==> src/rtl/btn_pkg.sv <==
// Shared types and constants for the push-button conditioner.
package btn_pkg;

    // Width of the per-button tick counter; bounds DEBOUNCE_MS and the repeat periods.
    localparam int BTN_CNT_W = 10;

    typedef enum logic [2:0] {
        IDLE,
        DB_PRESS,
        HELD,
        GAP,
        DB_REL
    } btn_state_t;

    // Saturating increment so a long hold never wraps back into a match.
    function automatic logic [BTN_CNT_W-1:0] cnt_inc_sat(input logic [BTN_CNT_W-1:0] c);
        return (c == {BTN_CNT_W{1'b1}}) ? c : c + BTN_CNT_W'(1);
    endfunction

endpackage

==> src/rtl/button_channel.sv <==
// One button: 2-FF synchronizer, polarity fix, debounce/auto-repeat FSM with
// a tick counter, and registered level and press-pulse outputs.
module button_channel
    import btn_pkg::*;
#(
    parameter bit ACTIVE_LOW      = 1'b1,
    parameter int DEBOUNCE_MS     = 20,
    parameter bit REPEAT_EN       = 1'b1,
    parameter int REPEAT_DELAY_MS = 500,
    parameter int REPEAT_RATE_MS  = 100
) (
    input  logic clk,
    input  logic reset_n,
    input  logic tick,
    input  logic btn_raw,
    output logic btn_level,
    output logic btn_press
);

    localparam logic [BTN_CNT_W-1:0] DB_CNT    = BTN_CNT_W'(DEBOUNCE_MS);
    localparam logic [BTN_CNT_W-1:0] DELAY_CNT = BTN_CNT_W'(REPEAT_DELAY_MS);
    localparam logic [BTN_CNT_W-1:0] RATE_CNT  = BTN_CNT_W'(REPEAT_RATE_MS);

    logic                 sync1_q;
    logic                 sync2_q;
    logic                 pressed;
    btn_state_t           state_q, state_d;
    logic [BTN_CNT_W-1:0] cnt_q, cnt_d;
    logic [BTN_CNT_W-1:0] cnt_inc;
    logic                 rep_q, rep_d;
    logic                 level_q, level_d;
    logic                 press_q, press_d;

    // Two-stage synchronizer; resets to the released pin level so no false press follows reset.
    always_ff @(posedge clk or negedge reset_n) begin
        if (!reset_n) begin
            sync1_q <= ACTIVE_LOW;
            sync2_q <= ACTIVE_LOW;
        end else begin
            sync1_q <= btn_raw;
            sync2_q <= sync1_q;
        end
    end

    assign pressed = sync2_q ^ ACTIVE_LOW;

    // Next-state logic: debounce on press/release, periodic one-tick gaps while held.
    always_comb begin
        state_d = state_q;
        cnt_d   = cnt_q;
        rep_d   = rep_q;
        press_d = 1'b0;
        cnt_inc = cnt_inc_sat(cnt_q);
        unique case (state_q)
            IDLE: begin
                if (pressed) begin
                    state_d = DB_PRESS;
                    cnt_d   = '0;
                end
            end
            DB_PRESS: begin
                if (!pressed) begin
                    state_d = IDLE;
                end else if (tick) begin
                    cnt_d = cnt_inc;
                    if (cnt_inc == DB_CNT) begin
                        state_d = HELD;
                        cnt_d   = '0;
                        rep_d   = 1'b0;
                        press_d = 1'b1;
                    end
                end
            end
            HELD: begin
                if (!pressed) begin
                    state_d = DB_REL;
                    cnt_d   = '0;
                end else if (tick) begin
                    cnt_d = cnt_inc;
                    if (REPEAT_EN && (cnt_inc == (rep_q ? RATE_CNT : DELAY_CNT))) begin
                        state_d = GAP;
                    end
                end
            end
            GAP: begin
                // A release during the gap is taken at once: the level is already low.
                if (!pressed) begin
                    state_d = IDLE;
                end else if (tick) begin
                    state_d = HELD;
                    cnt_d   = '0;
                    rep_d   = 1'b1;
                    press_d = 1'b1;
                end
            end
            DB_REL: begin
                // A bounce back to pressed restarts the repeat timer but keeps the rep phase.
                if (pressed) begin
                    state_d = HELD;
                    cnt_d   = '0;
                end else if (tick) begin
                    cnt_d = cnt_inc;
                    if (cnt_inc == DB_CNT) begin
                        state_d = IDLE;
                    end
                end
            end
            default: begin
                state_d = IDLE;
                cnt_d   = '0;
            end
        endcase
        level_d = (state_d == HELD) || (state_d == DB_REL);
    end

    // State, counter and registered outputs.
    always_ff @(posedge clk or negedge reset_n) begin
        if (!reset_n) begin
            state_q <= IDLE;
            cnt_q   <= '0;
            rep_q   <= 1'b0;
            level_q <= 1'b0;
            press_q <= 1'b0;
        end else begin
            state_q <= state_d;
            cnt_q   <= cnt_d;
            rep_q   <= rep_d;
            level_q <= level_d;
            press_q <= press_d;
        end
    end

    assign btn_level = level_q;
    assign btn_press = press_q;

endmodule

==> src/rtl/button_conditioner.sv <==
// Push-button conditioner: shared 1 ms tick prescaler feeding N_BTN independent
// synchronize/debounce/auto-repeat channels.
module button_conditioner
    import btn_pkg::*;
#(
    parameter int N_BTN           = 8,
    parameter int CLK_HZ          = 50_000_000,
    parameter bit ACTIVE_LOW      = 1'b1,
    parameter int DEBOUNCE_MS     = 20,
    parameter bit REPEAT_EN       = 1'b1,
    parameter int REPEAT_DELAY_MS = 500,
    parameter int REPEAT_RATE_MS  = 100
) (
    input  logic             clk,
    input  logic             reset_n,
    input  logic [N_BTN-1:0] btn_raw,
    output logic [N_BTN-1:0] btn_export,
    output logic [N_BTN-1:0] btn_press
);

    localparam int             TICK_DIV = (CLK_HZ / 1000 > 0) ? CLK_HZ / 1000 : 1;
    localparam int             PRE_W    = (TICK_DIV > 1) ? $clog2(TICK_DIV) : 1;
    localparam logic [PRE_W-1:0] PRE_LAST = PRE_W'(TICK_DIV - 1);

    logic [PRE_W-1:0] pre_q, pre_d;
    logic             tick;

    // Prescaler: tick is the terminal count, after which the counter wraps to 0.
    always_comb begin
        tick  = (pre_q == PRE_LAST);
        pre_d = tick ? '0 : pre_q + PRE_W'(1);
    end

    // Prescaler register.
    always_ff @(posedge clk or negedge reset_n) begin
        if (!reset_n) begin
            pre_q <= '0;
        end else begin
            pre_q <= pre_d;
        end
    end

    for (genvar i = 0; i < N_BTN; i++) begin : g_ch
        button_channel #(
            .ACTIVE_LOW      (ACTIVE_LOW),
            .DEBOUNCE_MS     (DEBOUNCE_MS),
            .REPEAT_EN       (REPEAT_EN),
            .REPEAT_DELAY_MS (REPEAT_DELAY_MS),
            .REPEAT_RATE_MS  (REPEAT_RATE_MS)
        ) u_ch (
            .clk       (clk),
            .reset_n   (reset_n),
            .tick      (tick),
            .btn_raw   (btn_raw[i]),
            .btn_level (btn_export[i]),
            .btn_press (btn_press[i])
        );
    end

endmodule

==> config.mk <==
export PLATFORM = sky130hd
export DESIGN_NAME = button_conditioner
export DESIGN_NICKNAME = d
export VERILOG_FILES = /design/src/rtl/btn_pkg.sv /design/src/rtl/button_channel.sv /design/src/rtl/button_conditioner.sv
export SDC_FILE = /design/constraint.sdc
export NUM_CORES = 1
export LEC_CHECK = 0
export CORE_MARGIN = 4
export CORE_UTILIZATION = 39
export CTS_CLUSTER_SIZE = 25
export DETAILED_ROUTE_END_ITERATION = 8
export GPL_ROUTABILITY_DRIVEN = 1
export GPL_TIMING_DRIVEN = 0
export PLACE_DENSITY = 0.59
export SETUP_SLACK_MARGIN = 0.2
export SLEW_MARGIN = 20
export SYNTH_ARGS = -nofsm -noshare
export SYNTH_HDL_FRONTEND = slang
export SYNTH_HIERARCHICAL = 1
export SYNTH_SLANG_ARGS = --single-unit
==> constraint.sdc <==
create_clock -name clk -period 3.9 [get_ports clk]
set_clock_uncertainty 0.15 [all_clocks]
set_input_delay 0.78 -clock clk [delete_from_list [all_inputs] [get_ports clk]]
set_output_delay 0.78 -clock clk [all_outputs]
set_load 0.02 [all_outputs]
Word-level counts from Yosys, hierarchy flattened
Cells that the tools add are included.
Widths: inputs -> output; s select.

cells by class
  eq/ne operators = 121
  reduce and logical (&&, ||, !) cells = 40
  add/sub/neg operators = 9
  mux-type cells = 276

operators with widths
  operator               number
  $mux 10                73
  $pmux 10 s5            8
  $mux 3                 96
  $pmux 3 s5             8
  $add 10x1->10 const B  8
  $eq 10x10->1           8
  $eq 10x10->1 const B   8
  $eq 10x5->1 const B    8
  $eq 3x2->1 const B     24
  $mux 9                 8
  $ne 2x2->1 const B     36
  $mux 1                 66
  $eq 3x3->1 const B     16
  $reduce_and 6->1       8
  $reduce_and 5->1       8
  $pmux 1 s2             16
  $eq 3x1->1 const B     8
  $logic_not 3->1        8
  $ne 2x1->1 const B     12
  $add 16x1->16 const B  1
  $eq 16x16->1 const B   1
  $mux 16                1
  $reduce_bool 2->1      8
  $logic_or 1x1->1       8

storage, ports and cells
  output and inout bits = 16
  input bits = 10
  register bits after elaboration = 160

Longest topological paths before layout
Gate-level depths: netlist (run 1).

  depth in word-level cells = 9
  gate-level depth with buffers = 12
  mapped depth without buffers = 10

By module
Netlist (run 1), hierarchy kept.

modules (own cells, without submodules)
  module                             seq. area each (um^2)  cells an instance  times used  area each (um^2)
  button_channel (g_ch[1].u_ch ...)  452.9                  164                4           1388.8
  button_channel (g_ch[6].u_ch ...)  452.9                  174                2           1400.1
  button_channel (g_ch[5].u_ch)      452.9                  170                1           1486.4
  button_channel (g_ch[0].u_ch)      452.9                  164                1           1326.3
  button_conditioner                 400.4                  67                 1           764.5

Worst setup path before layout (run 1)
Ideal clock, no wire load.

  path kind = reg-to-reg
  start = reg pre_q[0]
  end = reg g_ch[0].u_ch.cnt_q[7]
  buffers on the path = 3
  clock period less this slack = 2.735 ns
  required time = 3.684 ns
  path slack = 1.165 ns
  stages on the path, launching flop included = 12
  setup time = 0.066 ns
  arrival time = 2.519 ns
  path through = dfrtp_1 ha_1 and3_1 buf_2 and4_1 buf_6 clkbuf_1 nand2_1 o21ai_1 o41a_1 a21bo_2 nand2_1

on the way
  cells in the longest elaborated chain, start to end = 4

ends and longest elaborated chain
  element                            line                      RTL
  start: declaration                 button_conditioner.sv:25  logic [PRE_W-1:0] pre_q, pre_d;
  start signal: assignment           button_conditioner.sv:39  pre_q <= pre_d;
  $eq 16x16->1 *                     button_conditioner.sv:30  tick = (pre_q == PRE_LAST);
  named net tick                     button_conditioner.sv:26  logic tick;
  $mux 10                            n/a
  $mux 10, on equally long branches  n/a
  $pmux 10 s5                        n/a
  end signal: assignment             button_channel.sv:126     cnt_q <= cnt_d;
  end: declaration                   button_channel.sv:28      logic [BTN_CNT_W-1:0] cnt_q, cnt_d;

The timed path passes the listed nets; every way through them passes the cells marked *.
A chain may end at the register's enable or synchronous reset.

Worst setup path after layout (run 1)
Ends and elaborated chain as after synthesis.

==> results of run 1 <==
cells in the mapped netlist (all sizes together), types with 9 or more instances:
master and count:
dfrtp 144, nand2 133, nor2 104, a21oi 90
o21ai 77, nand3 76, buf 68, nor3 62
inv 50, nand4 48, a31oi 36, clkbuf 29
nand2b 29, and4 25, a211oi 22, a21o 21
nor4 20, or2 20, xnor2 20, and3 17
a22o 16, dfstp 16, or3 16, nand3b 15
nor3b 15, mux2i 14, a311oi 13, o211ai 12
and2 11, o22ai 11, nor2b 10, nor4b 10
o31ai 10, a22oi 9, ha 9
flip-flops by register name, summed over array words and instances, names as in the netlist:
| name | cells |
|---|---|
| g_ch.u_ch/rep_q | 8 |
| g_ch.u_ch/sync2_q | 8 |
| g_ch.u_ch/sync1_q | 8 |
| g_ch.u_ch/btn_press | 8 |
| g_ch.u_ch/state_q | 24 |
| g_ch.u_ch/cnt_q | 80 |
| g_ch.u_ch/btn_level | 8 |
| pre_q | 16 |
worst max-delay path by stage:
stage,start,to,slack (ps),depth (start not counted)
2_1_floorplan,pre_q[0]$_DFF_PN0_,g_ch[0].u_ch/cnt_q[7]$_DFFE_PN0P_,1160,11
3_3_place_gp,reset_n,g_ch[1].u_ch/state_q[0]$_DFF_PN0_,-5060,1
3_5_place_dp,pre_q[0]$_DFF_PN0_,g_ch[0].u_ch/cnt_q[1]$_DFFE_PN0P_,440,11
4_1_cts,pre_q[0]$_DFF_PN0_,g_ch[0].u_ch/cnt_q[6]$_DFFE_PN0P_,440,11
5_1_grt,pre_q[0]$_DFF_PN0_,g_ch[0].u_ch/cnt_q[6]$_DFFE_PN0P_,240,12
6_report,pre_q[0]$_DFF_PN0_,g_ch[0].u_ch/cnt_q[7]$_DFFE_PN0P_,510,12
worst register-to-register path, stage by stage (launching register included):
cell                       delay [ps]
sky130_fd_sc_hd__dfrtp_1          390
sky130_fd_sc_hd__ha_1             190
sky130_fd_sc_hd__and3_1           150
sky130_fd_sc_hd__buf_2            160
sky130_fd_sc_hd__and4_1           190
sky130_fd_sc_hd__clkbuf_8         430
sky130_fd_sc_hd__clkbuf_1         390
sky130_fd_sc_hd__nand2_1          140
sky130_fd_sc_hd__o21ai_1          370
sky130_fd_sc_hd__o41a_1           320
sky130_fd_sc_hd__buf_4            160
sky130_fd_sc_hd__a21bo_2          220
sky130_fd_sc_hd__nand2_1           60
routing by layer:
metal  up-vias  wire, um
met5         -         0
met4         0       410
met3        33       968
met2       242     13090
met1      5130     13780
li1       5418         -
per-stage QoR:
stage          hold WS (ps)  worst slack (ps)  utilization, %
6_report              204.3             514.9           44.45
2_1_floorplan         195.2              1165               -
3_3_place_gp          195.2             -5058           42.41
4_1_cts               206.1             442.8           44.39
3_5_place_dp          196.8             443.3           42.52
5_1_grt               207.7             241.1           44.45
power by group through the flow:
stage               combinational, W  clock, W  sequential (W)
floorplan                   0.000114         0         0.00172
global placement            0.000183         0         0.00173
detailed placement          0.000190         0         0.00173
CTS                         0.000190   0.00165         0.00170
global route                0.000214   0.00172         0.00170
finish                      0.000186   0.00158         0.00170
timing repair:
item | 4_1_cts | 5_1_grt
buffers inserted | 0 | 2
endpoints found under the setup margin | 0 | 3
endpoints found under the hold margin | 0 | 0
resized for setup | 0 | 1
logic make-up after synthesis:
kind of cell / synth area share [%]
xor gates and xnor gates: 2.055
adders and majority gates: 0.9437
AOI/OAI and AO/OA: 24.05
and+or+nand+nor: 30.87
buffers and inverters: 6.994
muxes: 1.363
DFF: 33.72
area by class of cell:
type / count / area (um^2) / area share [%]
Timing Repair Buffer: 28 / 297.8 / 2.242
Multi-Input combinational cell: 1098 / 7074 / 53.27
Clock inverter: 10 / 78.83 / 0.5936
Inverter: 50 / 187.7 / 1.413
Sequential cell: 160 / 4024 / 30.30
Clock buffer: 21 / 480.5 / 3.618
Buffer: 97 / 649.4 / 4.890
Tap cell: 390 / 488.0 / 3.674
==> summary by stage, run 1 <==
Worst setup path
The critical path goes through ha_1 -> and3_1 -> buf_2 -> and4_1 -> clkbuf_8 -> clkbuf_1 -> nand2_1 -> o21ai_1 -> o41a_1 -> buf_4 -> a21bo_2 -> nand2_1. The worst register-to-register path ends at g_ch[0].u_ch/cnt_q[7]$_DFFE_PN0P_. The data required time of the worst path is between 4000 and 5000 ps. The cell count of the worst reg-to-reg path is 12. STA classifies the critical path startpoint as a flop.

The critical path is of the reg -> reg type. The critical register-to-register path startpoint is pre_q[0]$_DFF_PN0_. The count of buffering cells on the critical path with inverters included is 4.

The arrival time of data at the critical path endpoint is 3600 ps. The cell with the largest stage delay on the worst path is sky130_fd_sc_hd__clkbuf_8. The endpoint class of the critical path is a flop.

The cell family contributing the most delay on the critical path is buffers and inverters. The maximum cell stage delay along the critical path is 430 ps. The cell with the most instances on the worst path is sky130_fd_sc_hd__nand2_1. In this run the worst path has a maximum fanout of between 50 and 60.

The register-to-register path setup slack is around 510 ps.

Power and ir drop
Per report_power, the clock group accounts for a little under half of the total. In this run the static leakage power is 5.028 nW. The part of the power in combinational logic is 5.4%. IR analysis of the VDD net gives a maximum drop of 243.5 uV. The share of total power dissipated in sequential elements is between 40 and 50%.

The power after layout is ~0.0035 W. The reported net switching power is around 0.00083 W. The switching share of power is approximately 24%. The internal cell power is around 0.0026 W.

Dividing total power by cell area gives a power density of 260.9 nW/um^2.

Route
The final wirelength is between 20000 and 30000 um. The via count of the routed design is approximately 11k. The number of DRC violations after detailed routing is 0.

The average routed wire per standard cell is roughly 15 um. The via density per instance is approximately 5.8. The final antenna-violating net count is 0.

The initial detailed-routing violation count is approximately 760. The pre-antenna-repair detailed-routing pass consisted of 5 iterations.

Timing
In the final timing run, aggregate negative setup slack is 0 ps. The final critical delay including setup and external delays is between 3000 and 4000 ps. The worst max-slew margin expressed relative to the limit is between 30% and 40%. The number of slew-limit violations in the final report is 0. The final hold violation count is 0.

The transition time of the tightest slew-check pin is 1039 ps. The share of the clock period used by the worst path after layout is between 80% and 90%. Setup repair after global routing left no endpoint under its margin.

Based on the critical path, the design can be clocked at up to around 300 MHz. The total setup violations reported at the end of the flow is 0.

Clock network
The longest clock path from root to sink contains 2 buffers. The clock-pin slew of the registers on the worst-case setup and hold paths is around 60 ps. The root buffer cell is sky130_fd_sc_hd__clkbuf_16.

The hold buffer count at cts is 0. The CTS buffer count is 17. The CTS tree is yes. The clock latency at the later pin of the worst-skew pair is about 430 ps. The TritonCTS sink count is 160.

The number of levels in the clock H-tree is 4.

Min path
The end of the worst hold path is g_ch[1].u_ch/sync2_q$_DFF_PN1_. The origin of the worst min-delay path is g_ch[1].u_ch/sync1_q$_DFF_PN1_. The type of the worst min-delay path is reg -> reg.

The number of instances on the worst hold path is 0.

Synth
Counting flops with an async set or reset pin after synthesis yields a share of 100.0%. Counting every net in the synthesized netlist gives around 1.4k. The most used flip-flop cell after synthesis is sky130_fd_sc_hd__dfrtp_1. The sequential element share of the synthesized area is roughly a third. Yosys mapped a number of flops with a built-in enable equal to 0. In this run the biggest area consumer among cell types represents slightly above 30% of the synthesized area.

The gate count of the mapped netlist is 1405. The largest total area in the synthesized netlist belongs to sky130_fd_sc_hd__dfrtp_1. Summing every instance area after synthesis gives between 10000 and 15000 um^2. The average instance in the mapped netlist occupies between 8 and 9 um^2.

Yosys printed 6 warnings. In this run, synthesis produced a sequential element count of 160. After synthesis, the cell types taking the most area are sky130_fd_sc_hd__dfrtp_1, sky130_fd_sc_hd__nand2_1, sky130_fd_sc_hd__a21oi_1, sky130_fd_sc_hd__dfstp_2, sky130_fd_sc_hd__nor2_1.

The count of unique library cells instantiated by Yosys is about 100.

Global routing
Across every metal layer, demand over resource in global routing totals between 10% and 20%. The aggregate global routing overflow is 0. The initial antenna violation count was 0. After global routing, the most crowded layer is met2. The maximum number of pins on one net before global-route repair is 90. The first global-routing pass estimated around 50000 um of wire.

The global-route track usage on met3 is 2.519%. Global routing used between 20% and 30% of the available met1 tracks. The via count of the first global-routing pass is ~10k. The met2 layer usage reported by global route is a little over a quarter.

Outcome
The flow ran to the end, and the final reports show no timing, DRC or antenna violations.

Floorplanning
The die area is between 30000 and 40000 um^2. The initial core utilization is 39.94%. The floorplan has 63 rows. 26 I/O pins were placed. The die is about 180 um wide. The vertical die dimension is 182.9 um. The area of the core is approximately 30000 um^2.

Placed design
The HPWL after detailed placement is 19600 um. The instance area after placement is approximately 13000 um^2. Buffers placed on the I/O ports in this run total 25.

The global placer's final weighted congestion is 0.8773. Counting tap cells, the placed design contains a total of about 1.8k instances.

Cells and area
The antenna diode count is 0. The library cells used most frequently in the layout, excluding fill and tap cells, are sky130_fd_sc_hd__dfrtp_1, sky130_fd_sc_hd__nand2_1, sky130_fd_sc_hd__nor2_1, sky130_fd_sc_hd__a21oi_1, sky130_fd_sc_hd__nand3_1. The finished layout holds about 1.9k standard cells, fillers aside. Leaving out fill and tap cells, the most frequent cell in the layout is sky130_fd_sc_hd__dfrtp_1.

The number of nets in the layout is approximately 1.5k. The fraction of final layout cells sized beyond drive strength 1 is 13.87%. The design area is ~13000 um^2. The layout overhead on the synthesized area is 11.29%. The fill cell instance count of the final layout is a little under 3k.

Job
The number of maximum-capacitance constraint violations is 0.
Power figures use the tool's default switching activity.
==> run 2, diff against run 1 <==
--- a/config.mk
+++ b/config.mk
@@ -6,12 +6,13 @@
 export NUM_CORES = 1
 export LEC_CHECK = 0
 export CORE_MARGIN = 4
-export CORE_UTILIZATION = 39
+export CORE_UTILIZATION = 50
 export CTS_CLUSTER_SIZE = 25
 export DETAILED_ROUTE_END_ITERATION = 8
 export GPL_ROUTABILITY_DRIVEN = 1
 export GPL_TIMING_DRIVEN = 0
-export PLACE_DENSITY = 0.59
+export PLACE_DENSITY = 0.71
+export RECOVER_POWER = 100
 export SETUP_SLACK_MARGIN = 0.2
 export SLEW_MARGIN = 20
 export SYNTH_ARGS = -nofsm -noshare
==> summary by stage, run 2 (same netlist as run 1, synthesis figures left out) <==
Global routing
The total routing usage reported by global routing came to 20.99% (+3.9 points). The first-pass GRT wire length was 47720 um (-3.2%). The aggregate global routing overflow is 0 (unchanged). The highest-utilization routing layer at the global route stage is met2. The via count of the first global-routing pass was 10.04k (-0.71%).

The maximum number of pins on one net before global-route repair is 85 (-5.6%). The global-route track usage on met3 is 2.784% (+0.27 points). The met1 global-route usage is 30.22% (+6.3 points). The met2 layer usage reported by global route is 33.84% (+6.4 points). The initial antenna violation count is 0 (unchanged).

Cells and area
Leaving out fill and tap cells, the most frequent cell in the layout is sky130_fd_sc_hd__dfrtp_1. The number of nets in the layout came to 1471 (unchanged). In the layout the commonest cells are sky130_fd_sc_hd__dfrtp_1, sky130_fd_sc_hd__nand2_1, sky130_fd_sc_hd__nor2_1, sky130_fd_sc_hd__a21oi_1, sky130_fd_sc_hd__o21ai_0. Compared with the post-synthesis result, the final layout area differs by 9.552%. The antenna diode count was 0 (unchanged).

The number of flip-flops in the largest register is 80 (unchanged). The fraction of the core area covered by cells at the end of the flow is 55.69% (+11 points). The fraction of final layout cells sized beyond drive strength 1 is 12.01% (-1.9 points). The largest registers in the layout are g_ch.u_ch/cnt_q (80), g_ch.u_ch/state_q (24), pre_q (16). Ranked by flip-flop count, first place goes to g_ch.u_ch/cnt_q.

The design area is 13070 um^2 (-1.6%). The count of placed standard cells in the final layout, fillers left out is 1784 (-3.8%).

Floorplanning
The area of the core was 23470 um^2 (-21%). The vertical die dimension is 162.5 um (-11%). The initial core utilization is 50.84% (+11 points). The I/O pin count is 26 (unchanged). The die area is 26400 um^2 (-21%). The number of cell rows is 56 (-11%).

The horizontal die dimension was 162.5 um (-11%).

Clock network
The number of resized instances in the post-cts repair step is 0 (unchanged). The CTS tree is yes. The maximum number of buffers from clock root to sink came to 2 (unchanged). The clock-pin slew of the registers on the worst-case setup and hold paths is 60 ps (about the same). The CTS buffer count was 17 (unchanged). The TritonCTS sink count is 160 (unchanged). The clock latency at the later pin of the worst-skew pair was 420 ps (about the same).

The number of buffers added for setup after CTS is 0 (unchanged). The hold buffer count at cts is 0 (unchanged). The number of levels in the clock H-tree came to 4 (unchanged). The cell sitting at the root of the clock tree is a sky130_fd_sc_hd__clkbuf_16.

Power and ir drop
The maximum vdd ir drop is 249.0 uV (+2.3%). The power per cell area is 277.3 nW/um^2 (+6.3%). The leakage power total was 5.088 nW (+1.2%).

Placed design
The count of input and output buffers was 25 (unchanged). The global placer's final weighted congestion was 0.9156 (+4.4%). The cell total after placement is 1750 (-3.9%). The HPWL after detailed placement is 19180 um (-2.2%). The instance area after placement is 12610 um^2 (-0.70%).

Timing
The worst max-slew margin expressed relative to the limit is -29.54% (-60 points). The maximum clock frequency is 290.3 MHz (-1.7%). Setup repair after global routing left no endpoint under its margin. The number of slew-limit violations in the final report is 77 (+77).

The transition time of the tightest slew-check pin is 1943 ps (+904.0 ps). The share of the clock period used by the worst path after layout came to 88.32% (+1.5 points). The sum of negative setup slack is 0 ps (unchanged). The final critical delay including setup and external delays is 3445 ps (+59.45 ps). The total setup violations reported at the end of the flow is 0 (unchanged). The final hold violation count is 0 (unchanged).

Worst setup path
The worst setup path is of the reg -> reg kind. The data required time of the worst path is 4080 ps (-40 ps). STA classifies the critical path endpoint as a flop. The arrival time of data at the critical path endpoint is 3630 ps (+30 ps). The maximum net fanout on the critical path came to 59 (unchanged). The startpoint type of the worst setup path is a flop.

Route
The number of DRC violations after detailed routing came to 0 (unchanged). The via density per instance is 6.154 (+5.4%). The iteration count of the initial detailed-routing pass was 5 (unchanged). The final antenna-violating net count is 0 (unchanged). The via count of the routed design is 10.98k (+1.4%). The final wirelength is 27660 um (-2.1%). The initial detailed-routing violation count is 917 (+20%). The average routed wire per standard cell is 15.50 um (+1.7%).

Outcome
The checks that failed: max-capacitance violations, max-slew violations. The flow ran to the end, but the final reports show violations.

Min path
The worst hold path belongs to the class reg -> reg.

Job
The number of maximum-capacitance constraint violations is 1 (+1).
[run 2: area by class of cell]
| class | instances | area (um^2) |
|---|---|---|
| Fill cell | 2167 | 10400 |
| Multi-Input combinational cell | 1098 | 6934 |
| Sequential cell | 160 | 4024 |
| Buffer | 97 | 621.8 |
| Clock buffer | 23 | 488.0 |
| Tap cell | 319 | 399.1 |
| Timing Repair Buffer | 28 | 287.8 |
| Inverter | 50 | 187.7 |
| Clock inverter | 9 | 130.1 |
[run 2: worst max-delay path: stages, from the launching register on]
cell	delay [ps]
sky130_fd_sc_hd__dfrtp_1	390
sky130_fd_sc_hd__ha_1	190
sky130_fd_sc_hd__and3_1	150
sky130_fd_sc_hd__buf_2	160
sky130_fd_sc_hd__and4_1	210
sky130_fd_sc_hd__buf_6	420
sky130_fd_sc_hd__inv_1	170
sky130_fd_sc_hd__a211oi_1	490
sky130_fd_sc_hd__o21bai_1	300
sky130_fd_sc_hd__clkbuf_1	410
sky130_fd_sc_hd__nand2_1	110
sky130_fd_sc_hd__o211ai_1	190
[run 2: layer usage]
metal | vias to the layer above | part of all wire [%] | routed length [um]
met5 | - | 0 | 0
met4 | 0 | 0.86 | 237
met3 | 23 | 4.7 | 1311
met2 | 292 | 47 | 12860
met1 | 5255 | 48 | 13240
li1 | 5409 | - | -
[run 2: through the flow]
stage / worst slack [ps] / power, W / hold slack (ps)
floorplan: 1165 / 0.001836 / 195.2
global placement: -4853 / 0.001907 / 195.5
detailed placement: 521.4 / 0.001914 / 196.9
CTS: 487.0 / 0.003684 / 187.4
global route: 199.3 / 0.003770 / 207.6
finish: 455.4 / 0.003625 / 205.0
[run 2: worst paths after layout]
path	from	endpoint	slack, ps	cells after the start
worst max-delay path	pre_q[0]$_DFF_PN0_	g_ch[2].u_ch/cnt_q[1]$_DFFE_PN0P_	460	11
worst min-delay path	g_ch[4].u_ch/sync1_q$_DFF_PN1_	g_ch[4].u_ch/sync2_q$_DFF_PN1_	210	0
worst max register to register	pre_q[0]$_DFF_PN0_	g_ch[2].u_ch/cnt_q[1]$_DFFE_PN0P_	460	11
worst min register to register	g_ch[4].u_ch/sync1_q$_DFF_PN1_	g_ch[4].u_ch/sync2_q$_DFF_PN1_	210	0
max in group asynchronous	reset_n	g_ch[1].u_ch/sync2_q$_DFF_PN1_	1650	2
min in group asynchronous	reset_n	g_ch[7].u_ch/cnt_q[2]$_DFFE_PN0P_	730	1
[run 2: where the power goes]
part           switching [W]  internal, W  leakage [nW]
combinational       0.000121    0.0000601          2.64
clock               0.000672      0.00108         0.303
sequential         0.0000129      0.00168          2.14
==> run 3, diff against run 2 <==
--- a/config.mk
+++ b/config.mk
@@ -5,13 +5,12 @@
 export SDC_FILE = /design/constraint.sdc
 export NUM_CORES = 1
 export LEC_CHECK = 0
-export CORE_MARGIN = 4
 export CORE_UTILIZATION = 50
 export CTS_CLUSTER_SIZE = 25
 export DETAILED_ROUTE_END_ITERATION = 8
 export GPL_ROUTABILITY_DRIVEN = 1
 export GPL_TIMING_DRIVEN = 0
-export PLACE_DENSITY = 0.71
+export PLACE_DENSITY = 0.73
 export RECOVER_POWER = 100
 export SETUP_SLACK_MARGIN = 0.2
 export SLEW_MARGIN = 20
==> constraint.sdc (replaced) <==
create_clock -name clk -period 4.3 [get_ports clk]
set_clock_uncertainty 0.15 [all_clocks]
set_input_delay 0.86 -clock clk [delete_from_list [all_inputs] [get_ports clk]]
set_output_delay 0.86 -clock clk [all_outputs]
set_load 0.02 [all_outputs]
==> summary by stage, run 3 (same netlist as run 1, synthesis figures left out) <==
Outcome
The run finished, with violations left. The checks that failed: max-capacitance violations, max-slew violations.

Worst setup path
The data required time of the worst path is 4470 ps (+390 ps). The maximum cell stage delay along the critical path is 740 ps (+250 ps). In this run the critical register-to-register path is captured at g_ch[5].u_ch/state_q[0]$_DFF_PN0_. The endpoint class of the critical path is a flop.

The register-to-register path setup slack is 620 ps (+170 ps). The arrival time of data at the critical path endpoint was 3850 ps (+220 ps). The maximum net fanout on the critical path is 59 (unchanged). The worst setup path is of the reg -> reg kind.

Following the worst setup path forward leads to its endpoint at g_ch[5].u_ch/state_q[0]$_DFF_PN0_. The cell with the largest stage delay on the worst path is sky130_fd_sc_hd__nor4_1. The signal on the critical path passes through ha_1 -> and3_1 -> clkbuf_1 -> and4_1 -> buf_6 -> clkbuf_1 -> o2111ai_1 -> nor4_1 -> a221oi_1 -> a21o_1. The cell count of the worst reg-to-reg path is 10 (-1). Counting stages on the worst path, the most repeated cell is sky130_fd_sc_hd__clkbuf_1. The critical register-to-register path startpoint is pre_q[0]$_DFF_PN0_. The count of buffering cells on the critical path with inverters included is 3 (-1). The instance count on the critical path is 10 (-1). The critical path starts at pre_q[0]$_DFF_PN0_. The startpoint type of the worst setup path is a flop.

The gate family responsible for the most delay along the worst path is simple AND/OR/NAND/NOR gates.

Clock network
The clock-pin slew of the registers on the worst-case setup and hold paths is 60 ps (about the same). The CTS buffer count is 17 (unchanged). The maximum number of buffers from clock root to sink is 2 (unchanged). The TritonCTS sink count is 160 (unchanged). The clock latency at the later pin of the worst-skew pair came to 430 ps (about the same).

TritonCTS built the clock tree. The root buffer cell is sky130_fd_sc_hd__clkbuf_16. The hold buffer count at cts is 0 (unchanged).

The number of resized instances in the post-cts repair step was 0 (unchanged). The number of levels in the clock H-tree is 4 (unchanged). The number of buffers added for setup after CTS came to 0 (unchanged).

Power and ir drop
The power per cell area is 254.9 nW/um^2 (-8.1%). The maximum vdd ir drop was 230.2 uV (-7.6%). The internal cell power is 0.002578 W (-8.5%). The reported net switching power was 0.0007341 W (-8.9%).

The switching share of power is 22.17% (-0.070 points). The leakage power total is 5.041 nW (-0.92%). The part of the power in combinational logic is 4.9% (about the same).

The fraction of power consumed by sequential logic is 46.5% (-0.3 points). The share of total power in the clock network was 48.7% (+0.5 points).

Floorplanning
The number of cell rows is 56 (unchanged). The horizontal die dimension is 156.5 um (-3.7%). The die area is 24490 um^2 (-7.2%).

The initial core utilization was 50.84% (unchanged). The area of the core was 23470 um^2 (unchanged). The vertical die dimension came to 156.5 um (-3.7%). The I/O pin count is 26 (unchanged).

Cells and area
The fill cell instance count of the final layout was 2162 (-0.23%). The number of nets in the layout is 1469 (-0.14%). The number of flip-flops in the largest register came to 80 (unchanged). The design area is 12990 um^2 (-0.61%). The fraction of the core area covered by cells at the end of the flow is 55.35% (-0.34 points).

The antenna diode count is 0 (unchanged). The commonest non-fill, non-tap cell in the layout is sky130_fd_sc_hd__dfrtp_1. In the final layout, the registers with the most flip-flops are g_ch.u_ch/cnt_q (80), g_ch.u_ch/state_q (24), pre_q (16). The fraction of final layout cells sized beyond drive strength 1 was 11.14% (-0.87 points). The count of placed standard cells in the final layout, fillers left out came to 1782 (-0.11%). The library cells used most frequently in the layout, excluding fill and tap cells, are sky130_fd_sc_hd__dfrtp_1, sky130_fd_sc_hd__nand2_1, sky130_fd_sc_hd__nor2_1, sky130_fd_sc_hd__a21oi_1, sky130_fd_sc_hd__nand3_1.

The area growth from synthesis to layout is 8.882%. Ranked by flip-flop count, first place goes to g_ch.u_ch/cnt_q.

Route
The via density per instance is 6.227 (+1.2%). The iteration count of the initial detailed-routing pass is 5 (unchanged). The initial detailed-routing violation count is 864 (-5.8%).

The via count of the routed design is 11.10k (+1.1%). The final antenna-violating net count was 0 (unchanged). The number of DRC violations after detailed routing came to 0 (unchanged). The final wirelength is 27800 um (+0.51%). The average routed wire per standard cell is 15.60 um (+0.62%).

Timing
The final hold violation count is 0 (unchanged). The worst path setup slack after routing came to 622.5 ps (+167.1 ps). The worst max-slew margin expressed relative to the limit came to -14.29% (+15 points). Setup repair after global routing left no endpoint under its margin. The number of slew-limit violations in the final report is 71 (-7.8%). The total setup violations reported at the end of the flow is 0 (unchanged). The share of the clock period used by the worst path after layout was 85.52% (-2.8 points). The transition time of the tightest slew-check pin was 1714 ps (-228.8 ps). The final critical delay including setup and external delays is 3677 ps (+232.9 ps).

The sum of negative setup slack is 0 ps (unchanged). The maximum clock frequency was 271.9 MHz (-6.3%).

Placed design
The worst-case setup slack after placement is 936.0 ps (+414.6 ps). The HPWL after detailed placement is 19330 um (+0.79%). The cell total after placement is 1750 (unchanged). The instance area after placement came to 12610 um^2 (unchanged). The count of input and output buffers is 25 (unchanged). The global placer's final weighted congestion is 0.9291 (+1.5%).

Global routing
The total routing usage reported by global routing was 23.64% (+2.6 points). The maximum number of pins on one net before global-route repair is 92 (+8.2%). The via count of the first global-routing pass is 10.11k (+0.75%).

The initial antenna violation count is 0 (unchanged). The first-pass GRT wire length is 48090 um (+0.77%). The aggregate global routing overflow is 0 (unchanged).

Min path
The type of the worst min-delay path is reg -> reg.

Job
The number of maximum-capacitance constraint violations is 1 (unchanged).
## run 3: changes by cell type in the layout (fill, tap and decap cells not counted), moves of 2 or more
cell,delta
sky130_fd_sc_hd__nor3_1,+3
sky130_fd_sc_hd__nand3_2,-2
sky130_fd_sc_hd__clkbuf_1,+3
sky130_fd_sc_hd__clkinvlp_4,+2
sky130_fd_sc_hd__nor3_2,-3
sky130_fd_sc_hd__clkbuf_8,-2
sky130_fd_sc_hd__buf_4,-4
sky130_fd_sc_hd__nand3_1,+2
sky130_fd_sc_hd__clkinv_4,-2
## run 3: worst reg2reg max path: stages, from the launching register on
cell and delay [ps]:
sky130_fd_sc_hd__dfrtp_1 380, sky130_fd_sc_hd__ha_1 190, sky130_fd_sc_hd__and3_1 160, sky130_fd_sc_hd__clkbuf_1 220, sky130_fd_sc_hd__and4_1 240, sky130_fd_sc_hd__buf_6 410
sky130_fd_sc_hd__clkbuf_1 430, sky130_fd_sc_hd__o2111ai_1 210, sky130_fd_sc_hd__nor4_1 740, sky130_fd_sc_hd__a221oi_1 240, sky130_fd_sc_hd__a21o_1 210
## run 3: metal layers
| layer | routed length [um] | track usage, % | share of wire (%) | up-vias |
|---|---|---|---|---|
| met5 | 0 | 0 | 0 | - |
| met4 | 350 | 7.656 | 1.3 | 0 |
| met3 | 1324 | 3.683 | 4.8 | 34 |
| met2 | 13010 | 38.48 | 47 | 335 |
| met1 | 13110 | 32.07 | 47 | 5305 |
| li1 | - | - | - | 5422 |
## run 3: metrics by stage
step                hold slack (ps)  total power (W)
finish                        205.3         0.003312
global placement              195.5         0.001730
CTS                           206.9         0.003373
detailed placement            197.9         0.001736
floorplan                     195.2         0.001666
global route                  211.0         0.003454
## run 3: area by class of cell
class,instances,area [um^2],area share [%]
multi-input combinational,1098,6893,53.05
sequential,160,4024,30.97
buffer,97,613.1,4.719
clock buffer,21,460.4,3.544
tap,319,399.1,3.072
timing repair buffer,26,252.7,1.945
inverter,50,187.7,1.445
clock inverter,11,162.7,1.252
## run 3: power groups by stage
stage | registers [W] | logic, W | clock network, W
final | 0.00154 | 0.000162 | 0.00161
after CTS | 0.00154 | 0.000171 | 0.00166
after global routing | 0.00154 | 0.000186 | 0.00173
after floorplan | 0.00156 | 0.000103 | 0
after global placement | 0.00157 | 0.000164 | 0
after detailed placement | 0.00157 | 0.000170 | 0
## run 3: worst min-delay path by stage
stage                                      to  slack (ps)                            from  cells past startpoint
6_report       g_ch[5].u_ch/sync2_q$_DFF_PN1_         210  g_ch[5].u_ch/sync1_q$_DFF_PN1_                      0
5_1_grt        g_ch[5].u_ch/sync2_q$_DFF_PN1_         210  g_ch[5].u_ch/sync1_q$_DFF_PN1_                      0
4_1_cts        g_ch[5].u_ch/sync2_q$_DFF_PN1_         210  g_ch[5].u_ch/sync1_q$_DFF_PN1_                      0
3_5_place_dp   g_ch[5].u_ch/sync2_q$_DFF_PN1_         200  g_ch[5].u_ch/sync1_q$_DFF_PN1_                      0
3_3_place_gp   g_ch[5].u_ch/sync2_q$_DFF_PN1_         200  g_ch[5].u_ch/sync1_q$_DFF_PN1_                      0
2_1_floorplan  g_ch[0].u_ch/sync2_q$_DFF_PN1_         200  g_ch[0].u_ch/sync1_q$_DFF_PN1_                      0
